**src/rtl/alu_sequencer.sv**
```systemverilog
// Request-side controller for the combinational ALU: registers one operation per handshake,
// waits a settle interval, then holds the captured result on a backpressured response channel.
module alu_sequencer #(
    parameter int unsigned DATA_SIZE = 16,
    parameter int unsigned SETTLE    = 1
) (
    input  logic                 clk_i,
    input  logic                 rst_ni,
    input  logic                 req_valid_i,
    output logic                 req_ready_o,
    input  logic [3:0]           req_op_i,
    input  logic [DATA_SIZE-1:0] req_a_i,
    input  logic [DATA_SIZE-1:0] req_b_i,
    input  logic [2:0]           req_cond_i,
    output logic [DATA_SIZE-1:0] alu_a_o,
    output logic [DATA_SIZE-1:0] alu_b_o,
    output logic [3:0]           alu_op_o,
    input  logic [DATA_SIZE-1:0] alu_out_i,
    input  logic [2:0]           alu_comp_i,
    output logic                 rsp_valid_o,
    input  logic                 rsp_ready_i,
    output logic [DATA_SIZE-1:0] rsp_data_o,
    output logic [2:0]           rsp_comp_o,
    output logic                 rsp_taken_o,
    output logic                 rsp_err_o
);

    typedef enum logic [1:0] {StIdle, StExec, StResp} state_e;

    localparam logic [3:0] SettleCnt = 4'(SETTLE);
    localparam logic [3:0] OpDiv     = 4'd7;

    state_e               state_q, state_d;
    logic [3:0]           cnt_q, cnt_d;
    logic [2:0]           cond_q, cond_d;
    logic                 err_q, err_d;
    logic [DATA_SIZE-1:0] alu_a_q, alu_a_d, alu_b_q, alu_b_d;
    logic [3:0]           alu_op_q, alu_op_d;
    logic [DATA_SIZE-1:0] rsp_data_q, rsp_data_d;
    logic [2:0]           rsp_comp_q, rsp_comp_d;
    logic                 rsp_taken_q, rsp_taken_d;
    logic                 rsp_err_q, rsp_err_d;

    always_ff @(posedge clk_i or negedge rst_ni) begin
        if (!rst_ni) begin
            state_q     <= StIdle;
            cnt_q       <= '0;
            cond_q      <= '0;
            err_q       <= 1'b0;
            alu_a_q     <= '0;
            alu_b_q     <= '0;
            alu_op_q    <= '0;
            rsp_data_q  <= '0;
            rsp_comp_q  <= '0;
            rsp_taken_q <= 1'b0;
            rsp_err_q   <= 1'b0;
        end else begin
            state_q     <= state_d;
            cnt_q       <= cnt_d;
            cond_q      <= cond_d;
            err_q       <= err_d;
            alu_a_q     <= alu_a_d;
            alu_b_q     <= alu_b_d;
            alu_op_q    <= alu_op_d;
            rsp_data_q  <= rsp_data_d;
            rsp_comp_q  <= rsp_comp_d;
            rsp_taken_q <= rsp_taken_d;
            rsp_err_q   <= rsp_err_d;
        end
    end

    always_comb begin
        state_d     = state_q;
        cnt_d       = cnt_q;
        cond_d      = cond_q;
        err_d       = err_q;
        alu_a_d     = alu_a_q;
        alu_b_d     = alu_b_q;
        alu_op_d    = alu_op_q;
        rsp_data_d  = rsp_data_q;
        rsp_comp_d  = rsp_comp_q;
        rsp_taken_d = rsp_taken_q;
        rsp_err_d   = rsp_err_q;
        case (state_q)
            StIdle: begin
                if (req_valid_i) begin
                    alu_a_d  = req_a_i;
                    alu_b_d  = req_b_i;
                    alu_op_d = req_op_i;
                    cond_d   = req_cond_i;
                    cnt_d    = SettleCnt;
                    // Opcodes 8..15 are undefined; DIV by zero is the only other error.
                    err_d    = req_op_i[3] || (req_op_i == OpDiv && req_b_i == '0);
                    state_d  = StExec;
                end
            end
            StExec: begin
                if (cnt_q == '0) begin
                    rsp_data_d  = err_q ? '0 : alu_out_i;
                    rsp_comp_d  = alu_comp_i;
                    rsp_taken_d = |(alu_comp_i & cond_q);
                    rsp_err_d   = err_q;
                    state_d     = StResp;
                end else begin
                    cnt_d = cnt_q - 4'd1;
                end
            end
            StResp: begin
                if (rsp_ready_i) state_d = StIdle;
            end
            default: state_d = StIdle;
        endcase
    end

    assign req_ready_o = (state_q == StIdle);
    assign rsp_valid_o = (state_q == StResp);
    assign alu_a_o     = alu_a_q;
    assign alu_b_o     = alu_b_q;
    assign alu_op_o    = alu_op_q;
    assign rsp_data_o  = rsp_data_q;
    assign rsp_comp_o  = rsp_comp_q;
    assign rsp_taken_o = rsp_taken_q;
    assign rsp_err_o   = rsp_err_q;

endmodule

```
**config.mk**
```make
export PLATFORM = sky130hd
export DESIGN_NAME = alu_sequencer
export DESIGN_NICKNAME = d
export VERILOG_FILES = /design/src/rtl/alu_sequencer.sv
export SDC_FILE = /design/constraint.sdc
export NUM_CORES = 1
export LEC_CHECK = 0
export CORE_ASPECT_RATIO = 0.6
export CORE_UTILIZATION = 42
export DETAILED_ROUTE_END_ITERATION = 10
export PLACE_DENSITY = 0.89
export SLEW_MARGIN = 20
export SYNTH_ARGS = -nofsm -noshare
export SYNTH_HDL_FRONTEND = slang
export SYNTH_SLANG_ARGS = --single-unit
```
**constraint.sdc**
```tcl
create_clock -name clk_i -period 2.1 [get_ports clk_i]
set_input_delay 0.525 -clock clk_i [delete_from_list [all_inputs] [get_ports clk_i]]
set_output_delay 0.525 -clock clk_i [all_outputs]
set_load 0.1 [all_outputs]
```
==> results.tsv <==
stage	metric	value	unit
floorplanning	die_w	106	um
routing	ant_nets	0	
setup_path	crit_fanout	6	
setup_path	cp.arrival	1.37	ns
cts	clk_latency	0.33	ns
floorplanning	dieArea	6870	um^2
cts	cts_hold_buffers	0	
grt	grt_pass1_vias	2181	
cts	cts_tree	built	
cts	htree_num_levels	3	
logic_synthesis	syn_inst	207	
logic_synthesis	synth-seq-cells	67	
sta	finalCriticalPeriod	1.90	ns
sta	tightest_slew	0.476	ns
sta	fmax	527	MHz
final_layout	final_cell_mix	67 x dfrtp_1, 60 x clkdlybuf4s50_1, 59 x buf_4, 43 x mux2_2, 35 x o21ai_0	
cts	numCtsBuffers	9	
cts	clk_pin_slew_worst_paths	0.07	ns
logic_synthesis	syn_area_per_cell	13.2	um^2
logic_synthesis	synth_cell_types	29	
final_layout	multi_input_area	991	um^2
floorplanning	boundaryPins	121	
routing	post-route-drc-count	0	
routing	wl_per_cell	15.3	um
final_layout	final_common_cell	dfrtp_1	
grt	grt_usage	20.0	%
cts	postCtsSetupBuffers	0	
placement	dp_hpwl	4690	um
sta	skew	0.00512	ns
final_layout	design_area	4140	um^2
final_layout	final_layout_size_suffix_gt1_share	37.2	%
placement	place_area	3910	um^2
setup_path	r2r_setup_slack	0.23	ns
setup_path	rr_worst_depth	6	
floorplanning	fp-row-count	22	
placement	place_congestion	0.803	
cts	post_cts_resized	0	
cts	cts_root_buffer	clkbuf_8	
cts	cts_buffer_depth	2	
cts	cts.sinks	67	
logic_synthesis	yosysWarnings	0	
sta	hold_viol_final	0	
hold_path	hold_class	in2async	
setup_path	r2r-end	rsp_data_o[8]	
final_layout	syn_to_final_growth	51.0	%
floorplanning	core	6190	um^2
routing	dr.pass1.iters	4	
logic_synthesis	synth.yosys.seq_area_share	61.1	%
grt	grt_pass1_wl	10400	um
placement	io_buffers	120	
floorplanning	initial_core_util	44.3	%
final_layout	diodes	0	
final_layout	final_nets	394	
flow_run	cap_violations	0	
setup_path	crit_type	reg2out	
grt	overflow	0	
routing	dr_total_vias	2129	
final_layout	fill_cells	488	
routing	drt-vias-per-instance	5.07	
sta	final.period_utilization	90.3	%
outcome	status	finished, final reports clean	
sta	fin_setup_tns	0	ns
setup_path	cp_data_required_time	1.57	ns
final_layout	seq_area	1680	um^2
setup_path	endpoint_kind	output pin	
routing	wl	6420	um
sta	slew_violations	0	
sta	setup_viol	0	
logic_synthesis	syn_area	2740	um^2
sta	rsz0062_at_grt	false	
sta	slew_headroom	68.3	%
floorplanning	die_h	64.6	um
grt	antenna_found_initial	0	
logic_synthesis	syn-num-nets	270	
setup_path	start_kind	flop	
setup_path	r2r-start	cnt_q[0]	
grt	grt_max_degree	68	
routing	drt_iter0_drc	47	
[through the flow]
stage	utilization [%]	setup WS (ns)	hold slack, ns	std cells
6_report	66.8	0.204	0.191	420
5_1_grt	66.8	0.0737	0.226	420
3_5_place_dp	63.2	0.107	0.497	404
3_3_place_gp	63.2	0.137	0.486	404
4_1_cts	66.8	0.189	0.206	420
2_1_floorplan	-	0.315	0.229	207
[layout make-up]
class | count | share of cell area [%]
multi-input combinational | 126 | 23.9
sequential | 67 | 40.5
timing repair buffer | 124 | 27.3
inverter | 3 | 0.272
clock inverter | 4 | 1.75
tap | 84 | 2.54
clock buffer | 12 | 3.75
[worst max-delay path: stages (launching register included)]
cell	delay (ns)
dfrtp_1	0.48
or2b_1	0.27
inv_1	0.11
buf_12	0.18
[kinds of logic (layout without fill, tap and decap cells)]
| kind of cell | after synthesis | in the layout | share of synthesized area (%) |
|---|---|---|---|
| DFF | 67 | 67 | 61.1 |
| adders and majority gates | 1 | 1 | 0.456 |
| AOI/OAI and AO/OA | 41 | 41 | 7.85 |
| buffers and inverters | 14 | 143 | 2.83 |
| and+or+nand+nor | 38 | 38 | 8.99 |
| muxes | 46 | 46 | 18.7 |
[how the worst max path moves through the flow]
stage	start	end	slack [ns]	cells past startpoint
after floorplan	state_q[1]	rsp_valid_o	0.32	2
after global placement	req_valid_i	alu_b_o[0]	0.14	4
after detailed placement	req_valid_i	alu_b_o[12]	0.11	4
after CTS	state_q[1]	rsp_valid_o	0.19	3
after global routing	cnt_q[0]	rsp_data_o[14]	0.07	6
final	state_q[1]	rsp_valid_o	0.20	3
[Yosys cell counts]
master	n	area, um^2
nor3b_1	1	7.51
buf_6	1	11.3
inv_1	3	11.3
nor3b_4	1	18.8
o21a_1	1	7.51
clkbuf_1	4	15.0
o21ai_0	35	175
nor4_1	2	12.5
nand4_1	2	12.5
buf_2	2	10.0
a222oi_1	1	10.0
nor4b_1	1	8.76
or2b_1	1	7.51
a21oi_1	1	5.00
mux2_2	43	484
a21o_1	1	7.51
nand2b_1	19	119
and2b_1	1	7.51
ha_1	1	12.5
or4_1	1	7.51
buf_4	4	30.0
mux2i_1	3	30.0
nor2_1	2	7.51
dfrtp_1	67	1680
nor3_1	2	10.0
nand2_1	1	3.75
o21ai_1	2	10.0
or3b_2	1	8.76
nand3_1	3	15.0
[registers in the layout, summed over array words and instances (netlist names)]
name	cells
alu_b_o	16
rsp_err_o	1
cnt_q	4
alu_op_o	4
err_q	1
alu_a_o	16
rsp_taken_o	1
rsp_comp_o	3
rsp_data_o	16
cond_q	3
state_q	2
[metal layers]
metal	part of all wire, %	up-vias	global-route usage [%]
met5	0	-	0
met4	0.92	0	6.77
met3	8.9	6	7.95
met2	49	82	32.5
met1	41	1061	24.2
li1	-	980	-
Power is not shown: default switching activity piles up to over one toggle a cycle in this logic, so the estimate is an artifact.
